==> src/rtl/sample_window_buf.sv <==
// Circular sample buffer feeding a windowed fit stage. It launches a fit whenever WIN samples are
// resident, captures the result and slides the window forward by HOP samples.
module sample_window_buf #(
  parameter int DEPTH = 16,
  parameter int WIN   = 10,
  parameter int HOP   = 5
) (
  input  logic        Clk,
  input  logic        Rst,
  input  logic        in_valid,
  input  logic [31:0] in_data,
  output logic        in_ready,
  output logic        fit_start,
  output logic [31:0] fit_si,
  output logic [31:0] fit_ei,
  input  logic [31:0] fit_index,
  output logic [31:0] fit_value,
  input  logic        fit_done,
  input  logic [31:0] fit_mean,
  input  logic [31:0] fit_dev,
  output logic        out_valid,
  output logic [31:0] out_mean,
  output logic [31:0] out_dev,
  output logic [31:0] out_base
);
  localparam int AW = $clog2(DEPTH);
  localparam logic [AW:0]   DEPTH_C = (AW+1)'(DEPTH);
  localparam logic [AW:0]   WIN_C   = (AW+1)'(WIN);
  localparam logic [AW:0]   HOP_C   = (AW+1)'(HOP);
  localparam logic [AW-1:0] HOP_A   = AW'(HOP);
  localparam logic [31:0]   WIN_32  = 32'(WIN);
  localparam logic [31:0]   HOP_32  = 32'(HOP);

  typedef enum logic [1:0] {IDLE, START, BUSY} state_t;

  state_t        state_reg;
  logic [31:0]   mem [DEPTH];
  logic [AW-1:0] wr_ptr_reg;
  logic [AW-1:0] base_reg;
  logic [AW:0]   occ_reg;
  logic [31:0]   abs_base_reg;
  logic          fit_start_reg;
  logic          out_valid_reg;
  logic [31:0]   out_mean_reg;
  logic [31:0]   out_dev_reg;
  logic [31:0]   out_base_reg;
  logic          wr_en;
  logic          done_evt;
  logic [AW-1:0] rd_addr;

  assign in_ready = (occ_reg < DEPTH_C) & ~Rst;
  assign wr_en    = in_valid & in_ready;
  assign done_evt = (state_reg == BUSY) & fit_done;

  // Reads are window-relative; base only moves on completion, so the window is stable while fitting.
  assign rd_addr   = base_reg + fit_index[AW-1:0];
  assign fit_value = (fit_index < WIN_32) ? mem[rd_addr] : 32'd0;

  assign fit_si    = 32'd0;
  assign fit_ei    = WIN_32;
  assign fit_start = fit_start_reg;
  assign out_valid = out_valid_reg;
  assign out_mean  = out_mean_reg;
  assign out_dev   = out_dev_reg;
  assign out_base  = out_base_reg;

  always_ff @(posedge Clk) begin
    if (wr_en) mem[wr_ptr_reg] <= in_data;
  end

  always_ff @(posedge Clk) begin
    if (Rst) begin
      state_reg     <= IDLE;
      wr_ptr_reg    <= '0;
      base_reg      <= '0;
      occ_reg       <= '0;
      abs_base_reg  <= '0;
      fit_start_reg <= 1'b0;
      out_valid_reg <= 1'b0;
      out_mean_reg  <= '0;
      out_dev_reg   <= '0;
      out_base_reg  <= '0;
    end else begin
      fit_start_reg <= 1'b0;
      out_valid_reg <= 1'b0;
      if (wr_en) wr_ptr_reg <= wr_ptr_reg + AW'(1);
      // A write and a completion in the same cycle net out to +1-HOP.
      occ_reg <= occ_reg + {{AW{1'b0}}, wr_en} - (done_evt ? HOP_C : '0);
      case (state_reg)
        IDLE: begin
          if (occ_reg >= WIN_C) begin
            state_reg     <= START;
            fit_start_reg <= 1'b1;
          end
        end
        START: state_reg <= BUSY;
        BUSY: begin
          if (fit_done) begin
            state_reg     <= IDLE;
            out_valid_reg <= 1'b1;
            out_mean_reg  <= fit_mean;
            out_dev_reg   <= fit_dev;
            out_base_reg  <= abs_base_reg;
            base_reg      <= base_reg + HOP_A;
            abs_base_reg  <= abs_base_reg + HOP_32;
          end
        end
        default: state_reg <= IDLE;
      endcase
    end
  end
endmodule

==> config.mk <==
export PLATFORM = sky130hd
export DESIGN_NAME = sample_window_buf
export DESIGN_NICKNAME = d
export VERILOG_FILES = /design/src/rtl/sample_window_buf.sv
export SDC_FILE = /design/constraint.sdc
export NUM_CORES = 1
export LEC_CHECK = 0
export CAP_MARGIN = 15
export CORE_AREA = 2 2 222 224
export CTS_CLUSTER_DIAMETER = 150
export DETAILED_ROUTE_END_ITERATION = 10
export DIE_AREA = 0 0 224 226
export PLACE_DENSITY = 0.74
export RECOVER_POWER = 25
export SYNTH_ARGS = -nofsm -noshare
export SYNTH_HDL_FRONTEND = slang
export SYNTH_SLANG_ARGS = --single-unit
==> constraint.sdc <==
create_clock -name Clk -period 10.55 [get_ports Clk]
set_clock_uncertainty 0.1 [all_clocks]
set_input_delay 2.6375 -clock Clk [delete_from_list [all_inputs] [get_ports Clk]]
set_output_delay 2.6375 -clock Clk [all_outputs]
set_load 0.03 [all_outputs]
### Yosys cells after proc, flatten, opt, wreduce, memory -nomap -nowiden

Memories as Yosys holds them, arrays and structs flattened.
Index checks and enable logic that the tools add are counted.

| operators by class | value |
|---|---|
| div/mod/pow operators | 0 |
| bitwise gates (word level) | 6 |
| mux-type cells | 9 |
| shift operators | 0 |
| order comparisons | 3 |
| multipliers | 0 |
| $add $sub $neg | 6 |
| eq/ne operators | 4 |
| reduce and logical (&&, ||, !) cells | 5 |

Operator list:

| cell | count |
|---|---|
| $add A32 B3 Y32 const B | 1 |
| $lt A32 B4 Y1 const B | 1 |
| $mux W32 | 1 |
| $pmux W2 S3 | 1 |
| $add A5 B1 Y5 | 1 |
| $ge A5 B4 Y1 const B | 1 |
| $lt A5 B5 Y1 const B | 1 |
| $sub A5 B3 Y5 | 1 |
| $add A4 B1 Y4 const B | 1 |
| $add A4 B3 Y4 const B | 1 |
| $add A4 B4 Y4 | 1 |
| $mux W1 | 4 |
| $mux W2 | 2 |
| $ne A2 B2 Y1 const B | 2 |
| $reduce_and A2 Y1 | 2 |
| $reduce_or A2 Y1 | 2 |
| $and A1 B1 Y1 | 3 |
| $mux W3 | 1 |
| $not A1 Y1 | 3 |
| $eq A2 B1 Y1 const B | 1 |
| $eq A2 B2 Y1 const B | 1 |
| $logic_not A2 Y1 | 1 |

| word-level totals | value |
|---|---|
| ROM bits | 0 |
| output and inout port bits | 195 |
| input bits | 132 |
| register bits | 145 |
| memories kept | 1 |
| bits in latches | 0 |
| RAM bits | 512 |

Memory list:

| name | depth | bits a word | rd ports | clocked after Yosys merged registers in | wr ports | RTL line | source |
|---|---|---|---|---|---|---|---|
| mem | 16 | 32 | 1 | 0 | 1 | 37 | `logic [31:0] mem [DEPTH];` |

### Depth between registers and ports, before layout

| logic depth | value |
|---|---|
| depth after elaboration | 5 |
| gate-level depth with buffers | 12 |
| depth with buffers taken out | 11 |

### Least setup slack after synthesis

No wires, ideal clock.

| timing path | value |
|---|---|
| path kind | input port to output port |
| from | input port fit_index[0] |
| to | output port fit_value[18] |
| data required time | 7.812 ns |
| arrival time | 5.016 ns |
| stages | 8 |
| slack | 2.797 ns |
| cell sequence | ha_1 fa_1 buf_2 clkbuf_1 buf_1 mux4_2 mux2i_1 o22ai_1 |

| on the way | value |
|---|---|
| cells in the longest elaborated chain, start to end | 3 |
| elaborated cells on any way between the ends | 4 |

RTL lines:

| item | RTL line | source |
|---|---|---|
| from (decl) | 16 | `input logic [31:0] fit_index,` |
| $add A4 B4 Y4 | 56 | `assign rd_addr = base_reg + fit_index[AW-1:0];` |
| $mem_v2 Z16 W32 | -- |  |
| $mux W32 * | 57 | `assign fit_value = (fit_index < WIN_32) ? mem[rd_addr] : 32'd0;` |
| to (decl) | 17 | `output logic [31:0] fit_value,` |

Every way passes the cells marked *; elsewhere a longest branch is shown, timed or not.

### Worst setup path after layout

| timing path | value |
|---|---|
| from | input port fit_index[0] |
| to | output port fit_value[3] |

The elaborated chain is that of the path after synthesis.

==> results.sh <==
export IMPL_powerDensity_nw_per_um2=185
export IMPL_cts_tree="done"
export IMPL_wl_met3_um=4130
export IMPL_yosys_top_cells_area="edfxtp_1, dfxtp_1, mux4_2"
export IMPL_r2r_end="occ_reg[4]"
export IMPL_cp_max_fo=31
export IMPL_wl_per_cell_um=22.2
export IMPL_final_setup_tns_ns=0
export IMPL_synth_xor_area_frac=0.00443
export IMPL_root_buffer="clkbuf_16"
export IMPL_critPathTopFamily="buffers and inverters"
export IMPL_yosys_area_share_adder=0.00935
export IMPL_min_period_over_period=0.875
export IMPL_clk_pin_slew_ns=0.05
export IMPL_arrival_ns=6.49
export IMPL_drc_errors=0
export IMPL_reg2reg_slack_ns=7.45
export IMPL_num_vias=14502
export IMPL_top_register="mem"
export IMPL_holdWs_ns=0.354
export IMPL_leakagePower_nw=10.1
export IMPL_finalInstanceArea_sq_um=31200
export IMPL_slowest_delay_ns=1.14
export IMPL_violations="max-capacitance violations, max-slew violations"
export IMPL_via_per_inst=5.73
export IMPL_final_nets=2006
export IMPL_die_h_um=226
export IMPL_firstDrtPassIters=5
export IMPL_reg2regPathDepth=8
export IMPL_ant_nets=0
export IMPL_syn_area_per_cell_sq_um=16.2
export IMPL_synth_compound_area_share=0.0457
export IMPL_grt_pass1_vias=14779
export IMPL_min_path_cells=2
export IMPL_grt_pass1_wl_um=86600
export IMPL_wl_met2_um=28000
export IMPL_gp_congestion=0.760
export IMPL_ys_top_cells_by_count="edfxtp_1, nand2_1, dfxtp_1"
export IMPL_async_flop_share=0
export IMPL_end_kind="output pin"
export IMPL_cp_num_buf_inv=4
export IMPL_wirelength_met1_um=22500
export IMPL_routed_wl_um=56100
export IMPL_cts_made_buffers=67
export IMPL_regToRegStartpoint="state_reg[0]"
export IMPL_syn_area_sq_um=25700
export IMPL_status="finished with violations"
export IMPL_yosysWarnings=0
export IMPL_min_delay_start="out_dev[30]"
export IMPL_crit_slowest_cell="fa_4"
export IMPL_yosys_area_top_type="edfxtp_1"
export IMPL_die_w_um=224
export IMPL_rows=81
export IMPL_dieArea_sq_um=50600
export IMPL_hold_viol_final=0
export IMPL_netlist_instances=1583
export IMPL_maxSlewViolCount=55
export IMPL_critPathRequiredTime_ns=7.81
export IMPL_crit_chain="clkdlybuf4s50_1, ha_4, fa_4, buf_12, buf_4, mux4_2, mux2i_1, o22ai_1, clkdlybuf4s50_1"
export IMPL_cts_resized=0
export IMPL_track_usage=0.227
export IMPL_coreArea_sq_um=48300
export IMPL_grt_max_degree=117
export IMPL_worstSetupPathType="input pin to output pin"
export IMPL_tightest_slew_ns=2.29
export IMPL_synthMuxAreaShare=0.134
export IMPL_ctsHoldBuffers=0
export IMPL_area_delta_synth_final_pct=21.2
export IMPL_hold_path_class="flip-flop to flip-flop"
export IMPL_initial_core_util=0.532
export IMPL_drive_gt1_frac=0.148
export IMPL_period_needed_ns=9.23
export IMPL_setup_viol=0
export IMPL_ys_types=46
export IMPL_ys_seq_elements=657
export IMPL_synthFlopType="edfxtp_1"
export IMPL_ys_seq_area_frac=0.711
export IMPL_ioPinCount=327
export IMPL_dpl_cell_area_sq_um=29000
export IMPL_rsz0062_at_grt="false"
export IMPL_clk_insertion_delay_late_ns=0.58
export IMPL_antenna_found_initial=2
export IMPL_startpoint_type="input pin"
export IMPL_cts_path_max_buffers=3
export IMPL_clock_fmax_mhz=108
export IMPL_htreeDepth=3
export IMPL_synth_edf_count=512
export IMPL_hpwl_um=33000
export IMPL_grt_overflow_total=0
export IMPL_synth_top_family_by_area="multiplexers"
export IMPL_holdPathEnd="out_dev[30]"
export IMPL_cp_common_cell="clkdlybuf4s50_1"
export IMPL_dr_max_layer_used="met5"
export IMPL_synthMostInstantiatedCell="edfxtp_1"
export IMPL_synth_top_area_frac=0.598
export IMPL_post_cts_buffers=0
export IMPL_maxCapViolations=1
export IMPL_fillers=3304
export IMPL_portBuffers=262
export IMPL_maxSlewHeadroom=-0.530
export IMPL_cts_sinks=657
export IMPL_drtIter0Drc=1027
export IMPL_irDropWorstVdd_mv=0.143
export IMPL_synth_simple_area_share=0.0591
export IMPL_largest_register_ffs=512
-- cells in the final DEF, fill, tap and decap left out, types with 4 or more instances in the layout --
cell | netlist | final
nor4_1 | 7 | 7
clkdlybuf4s50_1 | 0 | 239
dlygate4sd3_1 | 0 | 22
clkinvlp_4 | 0 | 4
mux4_2 | 128 | 128
nand3_1 | 9 | 9
nor2_1 | 27 | 15
mux2i_1 | 56 | 56
a211oi_1 | 8 | 8
buf_12 | 0 | 7
or3_1 | 11 | 11
clkbuf_16 | 0 | 71
or4_1 | 16 | 16
nor2_4 | 0 | 12
a2111oi_0 | 10 | 10
o22ai_1 | 24 | 24
clkbuf_8 | 0 | 4
nor3_2 | 0 | 4
dfxtp_1 | 145 | 145
xnor2_1 | 6 | 6
inv_1 | 15 | 15
and4_1 | 4 | 4
bufinv_16 | 0 | 6
o31ai_1 | 15 | 15
nand2_1 | 210 | 210
edfxtp_1 | 512 | 512
conb_1 | 2 | 64
a21oi_1 | 131 | 131
nor3_1 | 10 | 6
nor2b_1 | 11 | 11
clkinv_1 | 0 | 11
o21ai_0 | 17 | 17
xor2_1 | 7 | 6
nand4_1 | 7 | 7
buf_4 | 65 | 28
clkbuf_1 | 56 | 21
ha_1 | 16 | 15
-- metal layers --
layer / vias up / global-route usage
met5: - / 0
met4: 2 / 0.0733
met3: 103 / 0.0600
met2: 512 / 0.375
met1: 7363 / 0.295
li1: 6522 / -
-- layout make-up --
| class | count | area, sq um | area share |
|---|---|---|---|
| flip-flops and latches | 657 | 18300 | 0.587 |
| multi-input cells | 816 | 6880 | 0.221 |
| repair buffers | 298 | 2970 | 0.0953 |
| clock buffers | 94 | 1900 | 0.0611 |
| well taps | 622 | 778 | 0.0250 |
| clock inverters | 25 | 279 | 0.00896 |
| inverters | 16 | 60.1 | 0.00193 |
| diodes | 1 | 2.50 | 0.0000803 |
-- per-stage QoR --
stage	power, mW	cells	setup slack, ns	util
final	5.78	2529	1.32	0.644
after global routing	5.98	2528	1.13	0.644
after CTS	5.84	2528	1.27	0.645
after detailed placement	3.50	2409	1.31	0.599
after global placement	3.48	2409	1.31	0.599
after floorplan	3.31	1645	2.80	-
-- where the power goes --
group	total, mW	switching (mW)	internal, mW
Clock	2.34	0.934	1.40
Sequential	2.85	0.0209	2.83
Combinational	0.585	0.322	0.263
-- cell families after synthesis --
group | Yosys count
other cells | 2
flops | 657
buf+inv | 172
simple gates | 329
mux | 184
xor+xnor | 13
fa+ha+maj | 18
compound gates | 208
-- worst max-delay path by stage --
| stage | to | startpoint | slack, ns | cells after the start |
|---|---|---|---|---|
| after CTS | fit_value[3] | fit_index[0] | 1.27 | 9 |
| after detailed placement | fit_value[3] | fit_index[0] | 1.31 | 9 |
| after global placement | fit_value[12] | fit_index[0] | 1.31 | 9 |
| final | fit_value[3] | fit_index[0] | 1.32 | 9 |
| after global routing | fit_value[5] | fit_index[0] | 1.13 | 9 |
| after floorplan | fit_value[18] | fit_index[0] | 2.80 | 8 |
-- worst register-to-register path: stages (launching register included) --
cell      delay [ns]
dfxtp_1         0.40
nand3b_4        0.17
buf_4           0.86
ha_1            0.41
ha_1            0.31
nor2b_1         0.15
o21ai_0         0.19
nor3b_1         0.21
nor3_1          0.07
Power figures use the tool's default switching activity.
